File: src/rtl/dmac_channel_sequencer.sv
// Two-channel DMAC sequencer: arbitrates peripheral requests, owns the AHB bus request and
// retires each transfer on irq or watchdog abort. Define DMAC_ROUND_ROBIN_EN for round-robin arbitration.
module dmac_channel_sequencer #(
    parameter int WDOG_CYCLES = 1024
) (
    input  logic       clk,
    input  logic       rst,
    input  logic [1:0] DmacReq,
    input  logic       C_config,
    input  logic       irq,
    input  logic       HGrant,
    output logic       HBusReq,
    output logic       con_en,
    output logic       con_sel,
    output logic       channel_en_1,
    output logic       channel_en_2,
    output logic [1:0] ReqAck,
    output logic       busy,
    output logic       err
);

    localparam int WDW = (WDOG_CYCLES > 0) ? $clog2(WDOG_CYCLES + 1) : 1;
    localparam logic [WDW-1:0] WDOG_LAST = WDW'((WDOG_CYCLES > 0) ? WDOG_CYCLES - 1 : 0);
    localparam bit WDOG_ON = (WDOG_CYCLES > 0);

    typedef enum logic [2:0] {
        IDLE,
        ARB,
        WAIT_GNT,
        XFER,
        DONE,
        ABORT
    } state_e;

    state_e         state_q, state_d;
    logic           sel_q, sel_d;
    logic [WDW-1:0] wdog_q, wdog_d;
    logic           arbSel;
    logic           wdogExpired;

    logic       hBusReq_q, hBusReq_d;
    logic       conEn_q, conEn_d;
    logic       en1_q, en1_d;
    logic       en2_q, en2_d;
    logic [1:0] reqAck_q, reqAck_d;
    logic       busy_q, busy_d;
    logic       err_q, err_d;

`ifdef DMAC_ROUND_ROBIN_EN
    logic ptr_q, ptr_d;

    // The pointer names the channel served last, so on a tie the other channel wins.
    always_comb begin
        arbSel = (&DmacReq) ? ~ptr_q : ~DmacReq[0];
        ptr_d  = ptr_q;
        if (state_q == DONE || state_q == ABORT) begin
            ptr_d = sel_q;
        end
    end
`else
    always_comb begin
        arbSel = ~DmacReq[0];
    end
`endif

    assign wdogExpired = WDOG_ON && (wdog_q == WDOG_LAST);

    always_comb begin
        state_d = state_q;
        sel_d   = sel_q;
        wdog_d  = wdog_q;
        case (state_q)
            IDLE: begin
                if (C_config && |DmacReq) begin
                    state_d = ARB;
                    sel_d   = arbSel;
                end
            end
            ARB: begin
                state_d = WAIT_GNT;
            end
            WAIT_GNT: begin
                if (HGrant) begin
                    state_d = XFER;
                    wdog_d  = '0;
                end
            end
            XFER: begin
                if (irq) begin
                    state_d = DONE;
                end else if (wdogExpired) begin
                    state_d = ABORT;
                end else if (WDOG_ON) begin
                    wdog_d = wdog_q + WDW'(1);
                end
            end
            DONE: begin
                state_d = IDLE;
            end
            ABORT: begin
                state_d = IDLE;
            end
            default: begin
                state_d = IDLE;
            end
        endcase
    end

    // Outputs are decoded from the next state so they register alongside it and stay Moore.
    always_comb begin
        hBusReq_d = (state_d == WAIT_GNT) || (state_d == XFER);
        conEn_d   = (state_d == ARB);
        en1_d     = (state_d == XFER) && !sel_d;
        en2_d     = (state_d == XFER) && sel_d;
        reqAck_d  = (state_d == DONE) ? (sel_d ? 2'b10 : 2'b01) : 2'b00;
        busy_d    = (state_d != IDLE);
        err_d     = (state_d == ABORT);
    end

    always_ff @(posedge clk or posedge rst) begin
        if (rst) begin
            state_q   <= IDLE;
            sel_q     <= 1'b0;
            wdog_q    <= '0;
            hBusReq_q <= 1'b0;
            conEn_q   <= 1'b0;
            en1_q     <= 1'b0;
            en2_q     <= 1'b0;
            reqAck_q  <= 2'b00;
            busy_q    <= 1'b0;
            err_q     <= 1'b0;
`ifdef DMAC_ROUND_ROBIN_EN
            ptr_q     <= 1'b1;
`endif
        end else begin
            state_q   <= state_d;
            sel_q     <= sel_d;
            wdog_q    <= wdog_d;
            hBusReq_q <= hBusReq_d;
            conEn_q   <= conEn_d;
            en1_q     <= en1_d;
            en2_q     <= en2_d;
            reqAck_q  <= reqAck_d;
            busy_q    <= busy_d;
            err_q     <= err_d;
`ifdef DMAC_ROUND_ROBIN_EN
            ptr_q     <= ptr_d;
`endif
        end
    end

    assign HBusReq      = hBusReq_q;
    assign con_en       = conEn_q;
    assign con_sel      = sel_q;
    assign channel_en_1 = en1_q;
    assign channel_en_2 = en2_q;
    assign ReqAck       = reqAck_q;
    assign busy         = busy_q;
    assign err          = err_q;

endmodule

File: config.mk
export PLATFORM = sky130hd
export DESIGN_NAME = dmac_channel_sequencer
export DESIGN_NICKNAME = d
export VERILOG_FILES = /design/src/rtl/dmac_channel_sequencer.sv
export SDC_FILE = /design/constraint.sdc
export NUM_CORES = 1
export LEC_CHECK = 0
export ABC_AREA = 1
export CORE_MARGIN = 2
export CORE_UTILIZATION = 45
export DETAILED_ROUTE_END_ITERATION = 10
export GPL_TIMING_DRIVEN = 0
export PLACE_DENSITY = 0.67
export SLEW_MARGIN = 20
export SYNTH_ARGS = -nofsm -noshare
export SYNTH_HDL_FRONTEND = slang
export SYNTH_SLANG_ARGS = --single-unit
File: constraint.sdc
create_clock -name clk -period 1.66 [get_ports clk]
set_input_delay 0.332 -clock clk [delete_from_list [all_inputs] [get_ports clk]]
set_output_delay 0.332 -clock clk [all_outputs]
set_load 0.02 [all_outputs]
Word-level counts from Yosys, hierarchy flattened
Cells that the tools add are included.
Cells by class
  $add $sub $neg: 1
  eq/ne operators: 12
  muxes and demuxes: 13
  bitwise logic cells: 1
  reductions and logical operators: 10
Operators with widths (number)
  2-to-1 mux 11 bit: 3
  case mux 11 bit (2 select lines): 1
  equality test 3 x 2 -> 1 bit, second input constant: 4
  2-to-1 mux 3 bit: 4
  case mux 3 bit (4 select lines): 1
  adder 11 x 1 -> 11 bit, second input constant: 1
  equality test 11 x 10 -> 1 bit, second input constant: 1
  equality test 3 x 1 -> 1 bit, second input constant: 2
  equality test 3 bit, second input constant: 2
  inequality test 2 bit, second input constant: 3
  2-to-1 mux 2 bit: 2
  AND reduction 4 bit: 1
  logical AND 1 bit: 3
  zero test 3 bit: 1
  nonzero test 3 bit: 1
  2-to-1 mux 1 bit: 2
  nonzero test 2 bit: 1
  OR reduction 2 bit: 1
  zero test 1 bit: 1
  logical OR 1 bit: 1
  NOT 1 bit: 1
Word-level totals
  register bits: 23
  bits of input ports: 7
  output and inout bits: 9
  logic and storage cells: 47

Longest topological paths before layout
  depth after elaboration: 6
  mapped depth: 10
  depth with buffers taken out: 9

Worst setup path after synthesis
OpenSTA, ideal clock, no wires.
  kind: flip-flop to flip-flop
  start: register wdog_q[0]
  end: register wdog_q[2]
  setup time: 0.126 ns
  arrival: 1.399 ns
  required time: 1.534 ns
  slack: 0.135 ns
  stages on the path, launching flop included: 10
  period minus slack after synthesis: 1.525 ns
  path through: dfrtp_1 -> ha_1 -> inv_1 -> nor2_4 -> nand3_4 -> nand2_2 -> nand2_2 -> nand2_4 -> buf_12 -> o21ai_0
Between the ends
  word-level cells in the longest chain between the ends: 4
  elaborated cells on any way between the ends: 7
  classes of those cells: add/sub: 1; eq/ne: 2; mux: 3; reduce/logical: 1
RTL lines
  from (decl): line 37  | logic [WDW-1:0] wdog_q, wdog_d;
  from (signal assigned): line 138  | wdog_q <= wdog_d;
  adder 11 x 1 -> 11 bit: line 94  | wdog_d = wdog_q + WDW'(1);
  2-to-1 mux 11 bit: line 91  | end else if (wdogExpired) begin
  2-to-1 mux 11 bit: line 89  | if (irq) begin
  case mux 11 bit (2 select lines): line 72  | case (state_q)
Several ways; a longest one is shown, not always the timed one. The select of a mux whose other input is x is not followed.
A chain may end at the register's enable or synchronous reset.

Worst setup path after layout
  start: register conEn_q, in the netlist con_en
  end: output con_en
RTL lines
  from (decl): line 42  | logic conEn_q, conEn_d;
  from (signal assigned): line 140  | conEn_q <= conEn_d;
  to (decl): line 13  | output logic con_en,
No word-level cell between the ends.

==> summary.md <==
| Metric | Value |
|---|---|
| Sw Share | 0.401 |
| Remaining Overflow, GRT | 0 |
| Max Cap Viol | 0 |
| Sequential area share after synthesis | 0.484 |
| WL/cell | 12.1 µm |
| Diode count | 0 |
| Worst R2R Setup Slack | 0.10 ns |
| I/O pin total | 16 |
| Skew final | 0.0137 ns |
| DPL Wire Length | 1.79 mm |
| Fillers | 241 |
| Final Critical Period | 1.59 ns |
| Post-synth top cells | 43 x nand2_1, 23 x dfrtp_1, 22 x nor2_1 |
| Hold Crit Class | in -> async |
| Period utilization | 0.960 |
| Req. time, crit path | 1.33 ns |
| CTS tree | built |
| Critical-path cell list | clkdlybuf4s50_1 |
| Initial DRC Count | 23 |
| Port Buf Inserts | 15 |
| Post-Synth XOR/XNOR Area | 0.0368 |
| Worst Tran Pin Value | 0.855 ns |
| Sequential share of power | 0.408 |
| Max-slew violation count | 0 |
| Synth Flop Type | dfrtp_1 |
| Max Freq | 628 MHz |
| Main combinational cell family by area after synthesis | simple AND/OR/NAND/NOR gates |
| FFs w/ async S/R, synth | 1.00 |
| Clock power share | 0.141 |
| Lkg Pwr | 0.681 nW |
| Crit. End Element | output port |
| Pre-antenna DRT Iters | 4 |
| Post-DRT Antenna Nets | 0 |
| PnR worst setup slack | 0.0669 ns |
| Worst Path Buf+Inv | 1 |
| R2r endpoint | wdog_q[7]$_DFFE_PP0P_ |
| Clk_lat worst skew | 0.32 ns |
| Worst VDD drop | 0.844 mV |
| Rows | 18 |
| Count leader, synth | nand2_1 |
| Nets | 177 |
| Fin. Hold Viols | 0 |
| Synth warnings | 0 |
| EDFF count, synth | 0 |
| Simple-gate area share of the yosys netlist | 0.351 |
| Design Area, Final | 1440 µm² |
| DRC viols | 0 |
| Synth Area in Compound Gates | 0.0473 |
| Comb power frac | 0.451 |
| Initial antenna violation count | 0 |
| Core Util, Final | 0.577 |
| Critical path arrival | 1.26 ns |
| Clock Root Buffer | clkbuf_4 |
| Crit start category | register |
| Psw | 0.729 mW |
| Placed Area | 1380 µm² |
| Worst slack, placed | -0.134 ns |
| Max incr delay on CP | 0.60 ns |
| Area contributors post-synth | dfrtp_1 48%, nand2_1 14%, nor2_1 6.9% |
| Yosys top cell by area | dfrtp_1 |
| Drt total wl | 2.40 mm |
| PD cells | 1260 nW/µm² |
| Cells after Synth | 147 |
| Synth top area share | 0.484 |
| Largest net degree at the start of global routing | 24 |
| Fraction of layout cells with a size suffix above 1 | 0.125 |
| GPL Wtd Cong | 0.844 |
| Critical path type | reg -> out |
| Netlist cell types | 22 |
| Post-DR vias/cell | 4.91 |
| CTS buffer count | 3 |
| Detailed-route via count | 973 |
| Clk buf depth | 2 |
| Vias in the first global route | 964 |
| Crit path max-delay cell type | clkdlybuf4s50_1 |
| Crit path max-delay family | buffers and inverters |
| Tot Pwr | 1.82 mW |
| Die Wd | 55.4 µm |
| Post-synthesis mux area share | 0 |
| R2R cell count | 9 |
| Reg clk slew, reported paths | 0.13 ns |
| Setup violations, final | 0 |
| Cell-internal power | 1.09 mW |
| Syn Std Cell Area | 1190 µm² |
| Tot GR Track Use | 0.174 |
| Outcome | finished clean |
| Syn_nets | 155 |
| First-pass GRT wire length | 4.28 mm |
| CP Max Fanout | 1 |
| Avg Cell Area, Syn | 8.09 µm² |
| Area growth, synth to finish | 21.2% |
| Rel. slew slack | 0.429 |
| Core area | 2500 µm² |
| Die area | 3070 µm² |
| RR Startpoint | wdog_q[1]$_DFFE_PP0P_ |
| FF+latch count, synth | 23 |
| Starting Density | 0.476 |
| H-tree levels | 1 |
| Sink Count | 23 |
| Synth Area in Adders | 0.0105 |
| Die height | 55.4 µm |
[repair_timing]
action / CTS / global route
resized for setup: 2 / 4
setup buffers: 1 / 1
pin swaps: 0 / 1
gates cloned: 0 / 0
endpoints found under the hold margin: 0 / 0
setup endpoints to repair: 13 / 14
hold buffers: 0 / 0
[cells in the final DEF (no fill, tap or decap), drive strengths merged]
cell type      instances
a31oi                  1
inv                   17
nand3                 13
o211ai                 1
a21oi                  2
nand3b                 1
clkinv                 1
clkdlybuf4s50         14
clkbuf                 3
nand2                 49
o21ai                  5
xor2                   5
dlymetal6s2s           1
nand4                  3
buf                    3
nor2                  24
ha                     1
dfrtp                 23
o21bai                 1
[layer usage]
metal  global-route usage  part of all wire  up-vias
met5                    0                 0        -
met4               0.0279            0.0063        0
met3               0.0515             0.038        2
met2                0.286              0.48       13
met1                0.231              0.48      454
li1                     -                 -      504
[registers in the layout, indices dropped and copies added, names as in the netlist]
signal	cells
con_sel	1
con_en	1
busy	1
channel_en_2	1
channel_en_1	1
HBusReq	1
err	1
state_q	3
ReqAck	2
wdog_q	11
[per-stage QoR]
stage,setup TNS (ns),cells,hold slack (ns)
after floorplan,0,147,0.334
after global placement,-0.512,192,0.513
after detailed placement,-1.08,192,0.517
after CTS,0,197,0.514
after global routing,-0.00320,198,0.558
final,0,198,0.470
[power by group through the flow]
stage / Clock [mW] / Sequential, mW / Combinational [mW]
6_report: 0.256 / 0.742 / 0.821
3_3_place_gp: 0 / 0.754 / 0.746
4_1_cts: 0.263 / 0.736 / 0.804
5_1_grt: 0.284 / 0.752 / 0.904
2_1_floorplan: 0 / 0.828 / 0.424
3_5_place_dp: 0 / 0.762 / 0.766
[worst max path at each step]
stage	to	from	slack [ns]	cells after the start
floorplan	wdog_q[2]$_DFFE_PP0P_	wdog_q[0]$_DFFE_PP0P_	0.14	9
global placement	wdog_q[7]$_DFFE_PP0P_	wdog_q[0]$_DFFE_PP0P_	-0.08	9
detailed placement	wdog_q[7]$_DFFE_PP0P_	wdog_q[0]$_DFFE_PP0P_	-0.13	9
CTS	wdog_q[7]$_DFFE_PP0P_	wdog_q[1]$_DFFE_PP0P_	0.008	9
global route	wdog_q[1]$_DFFE_PP0P_	wdog_q[1]$_DFFE_PP0P_	-0.003	10
finish	con_en	con_en$_DFF_PP0_	0.07	1
[cell families after synthesis]
group / Yosys count
flip-flops: 23
AND/OR/NAND/NOR: 90
buffers and inverters: 18
adder cells (fa/ha/maj): 1
AO/OA/AOI/OAI: 10
XOR/XNOR: 5
[cell type report]
cell class	count	area (µm²)	share of cell area
Multi-Input combinational cell	106	547	0.379
Buffer	1	20.0	0.0139
Tap cell	30	37.5	0.0260
Clock inverter	1	5.00	0.00347
Inverter	17	66.3	0.0460
Sequential cell	23	577	0.400
Clock buffer	3	22.5	0.0156
Timing Repair Buffer	17	168	0.116
(Power assumes the default switching activity.)
